## config.mk

```make
export PLATFORM = sky130hd
export DESIGN_NAME = trap_ctrl_flat
export DESIGN_NICKNAME = d
export VERILOG_FILES = /design/src/rtl/trap_ctrl_if.sv /design/src/rtl/trap_ctrl.sv /design/src/flat_wrapper.sv
export SDC_FILE = /design/constraint.sdc
export NUM_CORES = 1
export LEC_CHECK = 0
export BUFFER_PORTS_ARGS = -buffer_cell sky130_fd_sc_hd__buf_2
export CAP_MARGIN = 20
export CORE_AREA = 2 2 214 216
export CTS_CLUSTER_DIAMETER = 80
export CTS_CLUSTER_SIZE = 30
export DETAILED_ROUTE_END_ITERATION = 8
export DIE_AREA = 0 0 216 218
export MAX_ROUTING_LAYER = met4
export PLACE_DENSITY = 0.46
export SYNTH_ARGS = -nofsm -noshare
export SYNTH_HDL_FRONTEND = slang
export SYNTH_SLANG_ARGS = --single-unit
```

## constraint.sdc

```tcl
create_clock -name clk -period 3.2 [get_ports clk]
set_clock_uncertainty 0.1 [all_clocks]
set_input_delay 0.32 -clock clk [delete_from_list [all_inputs] [get_ports clk]]
set_output_delay 0.32 -clock clk [all_outputs]
set_load 0.1 [all_outputs]
```

## src/rtl/trap_ctrl_if.sv

```systemverilog
// -----------------------------------------------------------------------------
// trap_pkg / trap_ctrl_if
//
// Purpose: shared types and CSR addresses for the machine-mode trap
// controller, plus the interface that bundles every trap_ctrl signal except
// clk/rst_n.
//
// Modports:
//   slave  - trap_ctrl side: takes requests and CSR values, drives CSR
//            writes, pipeline control and the privilege level.
//   master - pipeline / CSR-file side (the mirror image of slave).
//
// Signals:
//   exc_valid/exc_code/exc_pc/exc_tval  synchronous exception request
//   irq_valid/irq_cause/irq_pc          interrupt request
//   mret_valid                          mret retiring
//   csr_mstatus/csr_mtvec/csr_mepc      current CSR values
//   csr_we/csr_waddr/csr_wdata          CSR write request
//   csr_wready                          CSR file takes the write this cycle
//   busy/flush/redirect_valid/redirect_pc  pipeline stall, flush, redirect
//   priv_mode                           current privilege (11=M, 00=U)
// -----------------------------------------------------------------------------
package trap_pkg;

  typedef enum logic [3:0] {
    EXC_NONE             = 4'd0,
    EXC_INST_MISALIGNED  = 4'd1,
    EXC_INST_ACCESS      = 4'd2,
    EXC_ILLEGAL_INST     = 4'd3,
    EXC_BREAKPOINT       = 4'd4,
    EXC_LOAD_MISALIGNED  = 4'd5,
    EXC_LOAD_ACCESS      = 4'd6,
    EXC_STORE_MISALIGNED = 4'd7,
    EXC_STORE_ACCESS     = 4'd8,
    EXC_ECALL_U          = 4'd9,
    EXC_ECALL_M          = 4'd11,
    EXC_INST_PAGE_FAULT  = 4'd12,
    EXC_LOAD_PAGE_FAULT  = 4'd13,
    EXC_STORE_PAGE_FAULT = 4'd14
  } exception_code_t;

  typedef enum logic [3:0] {
    NOINTPROCESSING = 4'd0,
    SWINTPROCESSING = 4'd1,
    TRINTPROCESSING = 4'd2,
    EXINTPROCESSING = 4'd3
  } interrupt_trap_cause_t;

  localparam logic [11:0] CSR_MSTATUS = 12'h300;
  localparam logic [11:0] CSR_MEPC    = 12'h341;
  localparam logic [11:0] CSR_MCAUSE  = 12'h342;
  localparam logic [11:0] CSR_MTVAL   = 12'h343;

endpackage

interface trap_ctrl_if;
  import trap_pkg::*;

  logic                 exc_valid;
  exception_code_t      exc_code;
  logic [63:0]          exc_pc;
  logic [63:0]          exc_tval;
  logic                 irq_valid;
  interrupt_trap_cause_t irq_cause;
  logic [63:0]          irq_pc;
  logic                 mret_valid;
  logic [63:0]          csr_mstatus;
  logic [63:0]          csr_mtvec;
  logic [63:0]          csr_mepc;
  logic                 csr_we;
  logic [11:0]          csr_waddr;
  logic [63:0]          csr_wdata;
  logic                 csr_wready;
  logic                 busy;
  logic                 flush;
  logic                 redirect_valid;
  logic [63:0]          redirect_pc;
  logic [1:0]           priv_mode;

  modport slave (
    input  exc_valid, exc_code, exc_pc, exc_tval,
    input  irq_valid, irq_cause, irq_pc, mret_valid,
    input  csr_mstatus, csr_mtvec, csr_mepc, csr_wready,
    output csr_we, csr_waddr, csr_wdata,
    output busy, flush, redirect_valid, redirect_pc, priv_mode
  );

  modport master (
    output exc_valid, exc_code, exc_pc, exc_tval,
    output irq_valid, irq_cause, irq_pc, mret_valid,
    output csr_mstatus, csr_mtvec, csr_mepc, csr_wready,
    input  csr_we, csr_waddr, csr_wdata,
    input  busy, flush, redirect_valid, redirect_pc, priv_mode
  );

endinterface

```

## src/rtl/trap_ctrl.sv

```systemverilog
// -----------------------------------------------------------------------------
// trap_ctrl
//
// Purpose: machine-mode trap sequencer. Takes one exception, interrupt or
// mret while idle, performs the mepc/mcause/mtval/mstatus CSR writes (or the
// single mstatus write for mret) through a ready-gated write port, then
// flushes the pipeline and redirects the PC for exactly one cycle.
//
// Ports:
//   clk    - sole clock, rising edge
//   rst_n  - asynchronous active-low reset
//   bus    - trap_ctrl_if.slave (requests, CSR values, CSR write port,
//            busy/flush/redirect, priv_mode)
//
// Build option:
//   TRAP_VECTORED_EN - when defined, interrupts taken with mtvec[1:0]=01 jump
//                      to base + 4*cause; otherwise every trap goes to base.
// -----------------------------------------------------------------------------
module trap_ctrl
  import trap_pkg::*;
(
  input  logic        clk,
  input  logic        rst_n,
  trap_ctrl_if.slave  bus
);

  typedef enum logic [2:0] {
    IDLE      = 3'd0,
    W_MEPC    = 3'd1,
    W_MCAUSE  = 3'd2,
    W_MTVAL   = 3'd3,
    W_MSTATUS = 3'd4,
    R_MSTATUS = 3'd5,
    REDIRECT  = 3'd6
  } state_t;

  // Exception code to mcause value (bit63 clear).
  function automatic logic [63:0] exc_mcause(input logic [3:0] code);
    logic [3:0] m;
    case (code)
      EXC_INST_MISALIGNED, EXC_INST_ACCESS, EXC_ILLEGAL_INST, EXC_BREAKPOINT,
      EXC_LOAD_MISALIGNED, EXC_LOAD_ACCESS, EXC_STORE_MISALIGNED,
      EXC_STORE_ACCESS:     m = code - 4'd1;
      EXC_ECALL_U:          m = 4'd8;
      EXC_STORE_PAGE_FAULT: m = 4'd15;
      default:              m = code;
    endcase
    return {60'd0, m};
  endfunction

  // Interrupt cause to mcause value (bit63 set).
  function automatic logic [63:0] irq_mcause(input logic [3:0] cause);
    logic [62:0] m;
    case (cause)
      SWINTPROCESSING: m = 63'd3;
      TRINTPROCESSING: m = 63'd7;
      EXINTPROCESSING: m = 63'd11;
      default:         m = 63'd0;
    endcase
    return {1'b1, m};
  endfunction

  // mstatus after trap entry: MPIE<-MIE, MIE<-0, MPP<-current privilege.
  function automatic logic [63:0] trap_mstatus(input logic [63:0] ms, input logic [1:0] priv);
    logic [63:0] r;
    r        = ms;
    r[7]     = ms[3];
    r[3]     = 1'b0;
    r[12:11] = priv;
    return r;
  endfunction

  // mstatus after mret: MIE<-MPIE, MPIE<-1, MPP<-U.
  function automatic logic [63:0] mret_mstatus(input logic [63:0] ms);
    logic [63:0] r;
    r        = ms;
    r[3]     = ms[7];
    r[7]     = 1'b1;
    r[12:11] = 2'b00;
    return r;
  endfunction

  // Trap target; vectoring only applies to interrupts (mcause bit63 set).
  function automatic logic [63:0] trap_target(input logic [63:0] mtvec, input logic [63:0] cause);
    logic [63:0] base;
    logic        vec_en;
    base = {mtvec[63:2], 2'b00};
`ifdef TRAP_VECTORED_EN
    vec_en = 1'b1;
`else
    vec_en = 1'b0;
`endif
    if (vec_en && (mtvec[1:0] == 2'b01) && cause[63]) begin
      return base + ({1'b0, cause[62:0]} << 2'd2);
    end else begin
      return base;
    end
  endfunction

  state_t      state_q, state_d;
  logic [63:0] pc_q, pc_d;
  logic [63:0] cause_q, cause_d;
  logic [63:0] tval_q, tval_d;
  logic        is_mret_q, is_mret_d;
  logic [1:0]  mpp_q, mpp_d;
  logic        csr_we_q, csr_we_d;
  logic [11:0] csr_waddr_q, csr_waddr_d;
  logic [63:0] csr_wdata_q, csr_wdata_d;
  logic        flush_q, flush_d;
  logic        redirect_valid_q, redirect_valid_d;
  logic [63:0] redirect_pc_q, redirect_pc_d;
  logic [1:0]  priv_q, priv_d;

  logic        exc_req;
  logic        irq_req;

  // EXC_NONE is not a request; interrupts are masked by mstatus.MIE.
  assign exc_req = bus.exc_valid && (bus.exc_code != EXC_NONE);
  assign irq_req = bus.irq_valid && bus.csr_mstatus[3];

  // Next state, latched trap context and registered outputs.
  // Write address/data are computed on entry to each write state and held
  // (via the _q defaults) until csr_wready lets the sequence advance.
  always_comb begin
    state_d          = state_q;
    pc_d             = pc_q;
    cause_d          = cause_q;
    tval_d           = tval_q;
    is_mret_d        = is_mret_q;
    mpp_d            = mpp_q;
    csr_we_d         = csr_we_q;
    csr_waddr_d      = csr_waddr_q;
    csr_wdata_d      = csr_wdata_q;
    flush_d          = 1'b0;
    redirect_valid_d = 1'b0;
    redirect_pc_d    = redirect_pc_q;
    priv_d           = priv_q;
    case (state_q)
      IDLE: begin
        if (exc_req) begin
          state_d     = W_MEPC;
          pc_d        = bus.exc_pc;
          cause_d     = exc_mcause(bus.exc_code);
          tval_d      = bus.exc_tval;
          is_mret_d   = 1'b0;
          csr_we_d    = 1'b1;
          csr_waddr_d = CSR_MEPC;
          csr_wdata_d = bus.exc_pc;
        end else if (irq_req) begin
          state_d     = W_MEPC;
          pc_d        = bus.irq_pc;
          cause_d     = irq_mcause(bus.irq_cause);
          tval_d      = 64'd0;
          is_mret_d   = 1'b0;
          csr_we_d    = 1'b1;
          csr_waddr_d = CSR_MEPC;
          csr_wdata_d = bus.irq_pc;
        end else if (bus.mret_valid) begin
          state_d     = R_MSTATUS;
          is_mret_d   = 1'b1;
          mpp_d       = bus.csr_mstatus[12:11];
          csr_we_d    = 1'b1;
          csr_waddr_d = CSR_MSTATUS;
          csr_wdata_d = mret_mstatus(bus.csr_mstatus);
        end else begin
          csr_we_d = 1'b0;
        end
      end
      W_MEPC: begin
        if (bus.csr_wready) begin
          state_d     = W_MCAUSE;
          csr_waddr_d = CSR_MCAUSE;
          csr_wdata_d = cause_q;
        end else begin
          state_d = state_q;
        end
      end
      W_MCAUSE: begin
        if (bus.csr_wready) begin
          state_d     = W_MTVAL;
          csr_waddr_d = CSR_MTVAL;
          csr_wdata_d = tval_q;
        end else begin
          state_d = state_q;
        end
      end
      W_MTVAL: begin
        if (bus.csr_wready) begin
          state_d     = W_MSTATUS;
          csr_waddr_d = CSR_MSTATUS;
          csr_wdata_d = trap_mstatus(bus.csr_mstatus, priv_q);
        end else begin
          state_d = state_q;
        end
      end
      W_MSTATUS, R_MSTATUS: begin
        if (bus.csr_wready) begin
          state_d          = REDIRECT;
          csr_we_d         = 1'b0;
          csr_waddr_d      = 12'd0;
          csr_wdata_d      = 64'd0;
          flush_d          = 1'b1;
          redirect_valid_d = 1'b1;
          redirect_pc_d    = is_mret_q ? bus.csr_mepc : trap_target(bus.csr_mtvec, cause_q);
          priv_d           = is_mret_q ? mpp_q : 2'b11;
        end else begin
          state_d = state_q;
        end
      end
      REDIRECT: begin
        state_d = IDLE;
      end
      default: begin
        state_d  = IDLE;
        csr_we_d = 1'b0;
      end
    endcase
  end

  // State and output registers; reset abandons any sequence in flight.
  always_ff @(posedge clk or negedge rst_n) begin
    if (!rst_n) begin
      state_q          <= IDLE;
      pc_q             <= 64'd0;
      cause_q          <= 64'd0;
      tval_q           <= 64'd0;
      is_mret_q        <= 1'b0;
      mpp_q            <= 2'b00;
      csr_we_q         <= 1'b0;
      csr_waddr_q      <= 12'd0;
      csr_wdata_q      <= 64'd0;
      flush_q          <= 1'b0;
      redirect_valid_q <= 1'b0;
      redirect_pc_q    <= 64'd0;
      priv_q           <= 2'b11;
    end else begin
      state_q          <= state_d;
      pc_q             <= pc_d;
      cause_q          <= cause_d;
      tval_q           <= tval_d;
      is_mret_q        <= is_mret_d;
      mpp_q            <= mpp_d;
      csr_we_q         <= csr_we_d;
      csr_waddr_q      <= csr_waddr_d;
      csr_wdata_q      <= csr_wdata_d;
      flush_q          <= flush_d;
      redirect_valid_q <= redirect_valid_d;
      redirect_pc_q    <= redirect_pc_d;
      priv_q           <= priv_d;
    end
  end

  assign bus.csr_we         = csr_we_q;
  assign bus.csr_waddr      = csr_waddr_q;
  assign bus.csr_wdata      = csr_wdata_q;
  assign bus.flush          = flush_q;
  assign bus.redirect_valid = redirect_valid_q;
  assign bus.redirect_pc    = redirect_pc_q;
  assign bus.priv_mode      = priv_q;
  assign bus.busy           = (state_q != IDLE);

endmodule

```

## src/flat_wrapper.sv

```systemverilog
// flat-port wrapper written by rule: the top's interface ports become plain ports
module trap_ctrl_flat import trap_pkg::*;
  (clk, rst_n, bus_exc_valid, bus_exc_code, bus_exc_pc, bus_exc_tval, bus_irq_valid, bus_irq_cause, bus_irq_pc, bus_mret_valid, bus_csr_mstatus, bus_csr_mtvec, bus_csr_mepc, bus_csr_wready, bus_csr_we, bus_csr_waddr, bus_csr_wdata, bus_busy, bus_flush, bus_redirect_valid, bus_redirect_pc, bus_priv_mode);
  trap_ctrl_if bus_i ();
  input  logic clk;
  input  logic rst_n;
  input wire logic [$bits(bus_i.exc_valid)-1:0] bus_exc_valid;
  input wire logic [$bits(bus_i.exc_code)-1:0] bus_exc_code;
  input wire logic [$bits(bus_i.exc_pc)-1:0] bus_exc_pc;
  input wire logic [$bits(bus_i.exc_tval)-1:0] bus_exc_tval;
  input wire logic [$bits(bus_i.irq_valid)-1:0] bus_irq_valid;
  input wire logic [$bits(bus_i.irq_cause)-1:0] bus_irq_cause;
  input wire logic [$bits(bus_i.irq_pc)-1:0] bus_irq_pc;
  input wire logic [$bits(bus_i.mret_valid)-1:0] bus_mret_valid;
  input wire logic [$bits(bus_i.csr_mstatus)-1:0] bus_csr_mstatus;
  input wire logic [$bits(bus_i.csr_mtvec)-1:0] bus_csr_mtvec;
  input wire logic [$bits(bus_i.csr_mepc)-1:0] bus_csr_mepc;
  input wire logic [$bits(bus_i.csr_wready)-1:0] bus_csr_wready;
  output wire logic [$bits(bus_i.csr_we)-1:0] bus_csr_we;
  output wire logic [$bits(bus_i.csr_waddr)-1:0] bus_csr_waddr;
  output wire logic [$bits(bus_i.csr_wdata)-1:0] bus_csr_wdata;
  output wire logic [$bits(bus_i.busy)-1:0] bus_busy;
  output wire logic [$bits(bus_i.flush)-1:0] bus_flush;
  output wire logic [$bits(bus_i.redirect_valid)-1:0] bus_redirect_valid;
  output wire logic [$bits(bus_i.redirect_pc)-1:0] bus_redirect_pc;
  output wire logic [$bits(bus_i.priv_mode)-1:0] bus_priv_mode;
  assign bus_i.exc_valid = bus_exc_valid;
  assign bus_i.exc_code = bus_exc_code;
  assign bus_i.exc_pc = bus_exc_pc;
  assign bus_i.exc_tval = bus_exc_tval;
  assign bus_i.irq_valid = bus_irq_valid;
  assign bus_i.irq_cause = bus_irq_cause;
  assign bus_i.irq_pc = bus_irq_pc;
  assign bus_i.mret_valid = bus_mret_valid;
  assign bus_i.csr_mstatus = bus_csr_mstatus;
  assign bus_i.csr_mtvec = bus_csr_mtvec;
  assign bus_i.csr_mepc = bus_csr_mepc;
  assign bus_i.csr_wready = bus_csr_wready;
  assign bus_csr_we = bus_i.csr_we;
  assign bus_csr_waddr = bus_i.csr_waddr;
  assign bus_csr_wdata = bus_i.csr_wdata;
  assign bus_busy = bus_i.busy;
  assign bus_flush = bus_i.flush;
  assign bus_redirect_valid = bus_i.redirect_valid;
  assign bus_redirect_pc = bus_i.redirect_pc;
  assign bus_priv_mode = bus_i.priv_mode;
  trap_ctrl u_core (.clk(clk), .rst_n(rst_n), .bus(bus_i));
endmodule
```

# After elaboration in Yosys (flattened, before gate mapping)
# Index checks and enable logic that the tools add are counted.
[totals]
regBits = 278
in_bits = 398
out_inout_bits = 146
word_cells = 99
[op_classes]
add_sub_neg = 1
eq_ne = 24
mux = 42
bitwise_logic = 3
n_reduce_logical = 18
[ops]
columns = ["op", "n"]
rows = [
  ["$mux 64", 12],
  ["$pmux 64 s5", 1],
  ["$mux 12", 7],
  ["$pmux 12 s5", 1],
  ["$pmux 4 s3", 2],
  ["$mux 3", 7],
  ["$eq 4x2->1 const B", 4],
  ["$eq 4x3->1 const B", 4],
  ["$pmux 3 s5", 1],
  ["$eq 4x4->1 const B", 3],
  ["$eq 3x3->1 const B", 3],
  ["$mux 1", 9],
  ["$eq 4x1->1 const B", 2],
  ["$ne 2x2->1 const B", 4],
  ["$reduce_and 2->1", 4],
  ["$reduce_or 8->1", 1],
  ["$eq 3x2->1 const B", 2],
  ["$reduce_and 6->1", 1],
  ["$reduce_bool 3->1", 2],
  ["$reduce_and 5->1", 1],
  ["$reduce_bool 5->1", 1],
  ["$ne 4x2->1 const B", 1],
  ["$reduce_and 4->1", 1],
  ["$reduce_bool 4->1", 1],
  ["other kinds (10)", 13],
]

# Depth between registers and ports, before layout
[logic_depth]
word_depth = 4
mapped_depth = 10
depth_no_buf = 7

# Worst setup path before layout
# Ideal clock, no wire load.
[synth_timing]
path_type = "flip-flop to flip-flop"
start = "register u_core.state_q[1]"
end = "register u_core.tval_q[14]"
setup_ps = 65
t_arrival_ps = 2043
path_slack_ps = 991
path_stages_with_launch = 8
n_path_buf = 3
synth_period_minus_slack_ps = 2209
cell_sequence = "dfrtp_1 buf_2 nor3_4 inv_1 nor2_1 buf_2 buf_2 a22o_1"
[synth_between]
elab_chain_len = 2
[synth_lines]
columns = ["item", "line_no", "rtl"]
rows = [
  ["from (decl)", "trap_ctrl.sv:100", "state_t state_q, state_d;"],
  ["from (signal assigned)", "trap_ctrl.sv:237", "state_q <= state_d;"],
  ["$logic_not 3->1", "trap_ctrl.sv:138", "case (state_q)"],
  ["$reduce_and 2->1 (no source line)", "n/a", ""],
  ["to (signal assigned)", "trap_ctrl.sv:240", "tval_q <= tval_d;"],
  ["to (decl)", "trap_ctrl.sv:103", "logic [63:0] tval_q, tval_d;"],
]
# Every way passes these cells.
# A chain may end at the register's enable or synchronous reset.

# Worst setup path in the final report
[layout_timing]
start = "register u_core.state_q[1]"
end = "output port bus_busy"
[layout_between]
elab_chain_len = 1
[layout_lines]
columns = ["item", "line_no", "rtl"]
rows = [
  ["$reduce_bool 3->1", "trap_ctrl.sv:260", "assign bus.busy = (state_q != IDLE);"],
  ["to (decl)", "flat_wrapper.sv:22", "output wire logic [$bits(bus_i.busy)-1:0] bus_busy;"],
]
# Every way passes these cells.

==> metrics.md <==
| Metric | Value |
|---|---|
| Status | finished, final reports clean |
| Total track usage | between 10% and 20% |
| Iteration-0 DRC Markers | 631 |
| CTS root buf | clkbuf_16 |
| Number of max-cap violations | 0 |
| Clock Latency Late Sink | 0.52 ns |
| Leading area contributor after synthesis | dfrtp_1 |
| Pint | approximately 9000 uW |
| Initial antenna violation count | 8 |
| Ports | ~540 |
| # resized after CTS | 0 |
| Vias per cell | between 4 and 5 |
| Reg2reg path depth | 5 |
| CP Data Arrival Time | roughly 2.3 ns |
| Crit-path slowest cell | dfrtp_1 |
| Horiz. Die Dim | 216 um |
| CP Max Fanout | 21 |
| CP startpoint | u_core.state_q[1]$_DFFE_PN0P_ |
| Fill cells | about 4700 |
| Largest net degree at the start of global routing | 100 |
| Number of remaining DRC errors | 0 |
| Clk buf depth | 3 |
| FFs w/ async S/R, synth | between 90% and 100% |
| Via Count | approximately 11000 |
| Hold Path Sink | u_core.bus.redirect_pc[59]$_DFFE_PN0P_ |
| PortBufs | 534 |
| Worst reg2reg endpoint | u_core.bus.csr_wdata[35]$_DFFE_PN0P_ |
| Number of instances in the placed design | 2203 |
| Maximum vdd drop | ~0.0017 V |
| Top cell type's share of synthesized area | 46.9% |
| Minimum clock period | roughly 2.7 ns |
| Most frequent cell after synthesis | dfrtp_1 |
| Routability Congestion | 0.861 |
| CP startpoint kind | register |
| Post-DRT Antenna Nets | 0 |
| Congestion Overflow GR | 0 |
| Die H | 218 um |
| Routed len/inst | 19.5 um |
| Leakage power | 0.00824 uW |
| Largest cells by area after synthesis | dfrtp_1 47%, mux2i_1 11%, nand2_1 6.6% |
| Most used flip-flop cell after synthesis | dfrtp_1 |
| Share of cells above drive strength 1 | roughly a third |
| Reg2reg start | u_core.state_q[1]$_DFFE_PN0P_ |
| DP HPWL | 33900 um |
| EDFF count, synth | 0 |
| Nets | 2196 |
| CP cell instances | nor3_4 > inv_1 > buf_2 |
| R2r setup slk | 0.74 ns |
| Max Clk Rate | 374 MHz |
| Pre-CTS WS | 0.676 ns |
| Clock Pin Slew Worst Setup and Hold Paths | 0.08 ns |
| Required time of the critical path | 2.78 ns |
| Flop pwr share | 23.9% |
| CTS Hold Bufs | around 170 |
| Post-synth top cells | 209 x dfrtp_1, 197 x nand2_1, 122 x mux2i_1 |
| Part of the power in combinational logic | 62.6% |
| TNS Setup | 0 ns |
| RSZ-0062 raised after global routing | false |
| Design Area, Final | 16900 sq um |
| Vias in the first global route | 11900 |
| Max_slew headroom | 42.5% |
| Yosys cell types | 54 |
| Sequential share of the synthesized area | 47.4% |
| Final WS setup | 0.524 ns |
| Final Cycle Share | 83.6% |
| WS Path Type | reg -> out |
| Sw Share | 57.2% |
| Mapped cell area | 11100 sq um |
| Clock group share of total power | 13.6% |
| Rows | 78 |
| Setup Viol. Count Final | 0 |
| CTS tree | done |
| Max incr delay on CP | 0.88 ns |
| H-tree levels | 1 |
| Clock Sinks | approximately 210 |
| First-pass DRT Iterations | 5 |
| CP endpoint kind | primary output |
| Net Sw Power | 11800 uW |
| Num CTS Buffers | 21 |
| Hold Path Depth | 3 |
| Power Density | 1220 nW/um^2 |
| Synth warnings | 0 |
| Synth Register Bits | 211 |
| Die area | 47100 sq um |
| Setup repair bufs after CTS | 0 |
| Hold/Removal Path Class | in -> reg |
| Final Hold Viols | 0 |
| Initial Util | 24.8% |
| Core Box Area | roughly 45000 sq um |
| Drt total wl | between 40000 and 50000 um |
| Hold Path Origin | bus_csr_mepc[59] |
| Fin. max-slew vios | 0 |
| Non-filler instance count after layout | 2413 |
| Synthesis-to-finish area growth | 51.9% |
| Global-route wire length before repair | about 71000 um |
| Synth Instances | 1146 |
| DP Area | 14500 sq um |
| Syn Area/Cell | approximately 9.7 sq um |
| Slew @ Worst Pin | 0.862 ns |
## logic make-up (layout without fill, tap and decap cells)
logic type / count (synthesis) / in the layout / synth area share (%)
fa+ha+maj: 5 / 5 / 0.562
simple gates: 308 / 308 / 11.2
flops: 211 / 211 / 47.4
compound gates: 371 / 371 / 24.1
buf+inv: 122 / 777 / 5.15
mux: 128 / 128 / 11.6
other cells: 1 / 13 / 0.0337
## how the worst max path moves through the flow
stage,to,slack [ns],depth (start not counted)
6_report,bus_busy,0.52,3
5_1_grt,bus_busy,0.38,3
4_1_cts,bus_busy,0.46,3
3_5_place_dp,u_core.bus.csr_wdata[33]$_DFFE_PN0P_,0.68,9
3_3_place_gp,u_core.bus.csr_wdata[7]$_DFFE_PN0P_,0.67,9
2_1_floorplan,u_core.tval_q[14]$_DFFE_PN0P_,0.99,7
## power groups by stage
stage / registers [uW] / logic, uW / clock network, uW
after floorplan: 10500 / 4320 / 0
after global placement: 4930 / 12600 / 0
after detailed placement: 4970 / 12600 / 0
after CTS: 4930 / 13000 / 2900
after global routing: 5090 / 13600 / 3000
final: 4920 / 12900 / 2800
## metrics by stage
| step | total power (uW) | hold slack [ns] | utilization (%) |
|---|---|---|---|
| after floorplan | 14800 | -0.0756 | - |
| after global placement | 17500 | 0.346 | 32.3 |
| after detailed placement | 17600 | 0.349 | 32.3 |
| after CTS | 20800 | 0.00311 | 37.7 |
| after global routing | 21700 | 0.0396 | 37.7 |
| final | 20600 | 0.0299 | 37.7 |
## routing by layer
layer  vias up  wire length [um]  global-route usage, %
li1       5462                 -                      -
met1      5548             19500                   23.6
met2       418             23500                   34.9
met3        67              2710                   3.29
met4         0              1430                   6.10
met5         -                 0                      -
## area by class of cell
cell class | count | area (sq um) | area share [%]
Clock buffer | 22 | 539 | 3.19
Multi-Input combinational cell | 819 | 5370 | 31.7
Sequential cell | 211 | 5290 | 31.3
Inverter | 7 | 26.3 | 0.155
Timing Repair Buffer | 733 | 4720 | 27.9
Antenna cell | 6 | 15.0 | 0.0887
Tap cell | 600 | 751 | 4.44
Clock inverter | 15 | 214 | 1.26
## placed cells by master (no fill, tap or decap), types with 5 or more instances in the layout
| cell | instances |
|---|---|
| a21oi_1 | 13 |
| a22o_1 | 66 |
| a22oi_1 | 6 |
| a311oi_1 | 60 |
| a31oi_1 | 5 |
| buf_12 | 10 |
| buf_2 | 533 |
| buf_4 | 22 |
| clkbuf_16 | 21 |
| conb_1 | 7 |
| dfrtp_1 | 207 |
| diode_2 | 6 |
| dlygate4sd3_1 | 167 |
| ha_1 | 5 |
| inv_1 | 6 |
| mux2_2 | 6 |
| mux2i_1 | 122 |
| nand2_1 | 195 |
| nand3_1 | 7 |
| nor2_1 | 77 |
| nor2b_1 | 5 |
| nor3_1 | 5 |
| o21ai_0 | 95 |
| o21ai_1 | 39 |
| o22a_1 | 64 |
## state kept, by name, indices dropped and copies added (netlist names), 2 cells and up
name,count
u_core.cause_q,5
u_core.bus.csr_waddr,4
u_core.state_q,3
u_core.bus.priv_mode,2
u_core.bus.redirect_pc,64
u_core.bus.csr_wdata,64
u_core.mpp_q,2
u_core.tval_q,64
## worst max-delay path, delay by kind of cell (launching register included)
family | cells | cell delay (ns)
DFF | 1 | 0.88
buffers and inverters | 2 | 0.75
and+or+nand+nor | 1 | 0.10
(Power assumes the default switching activity.)
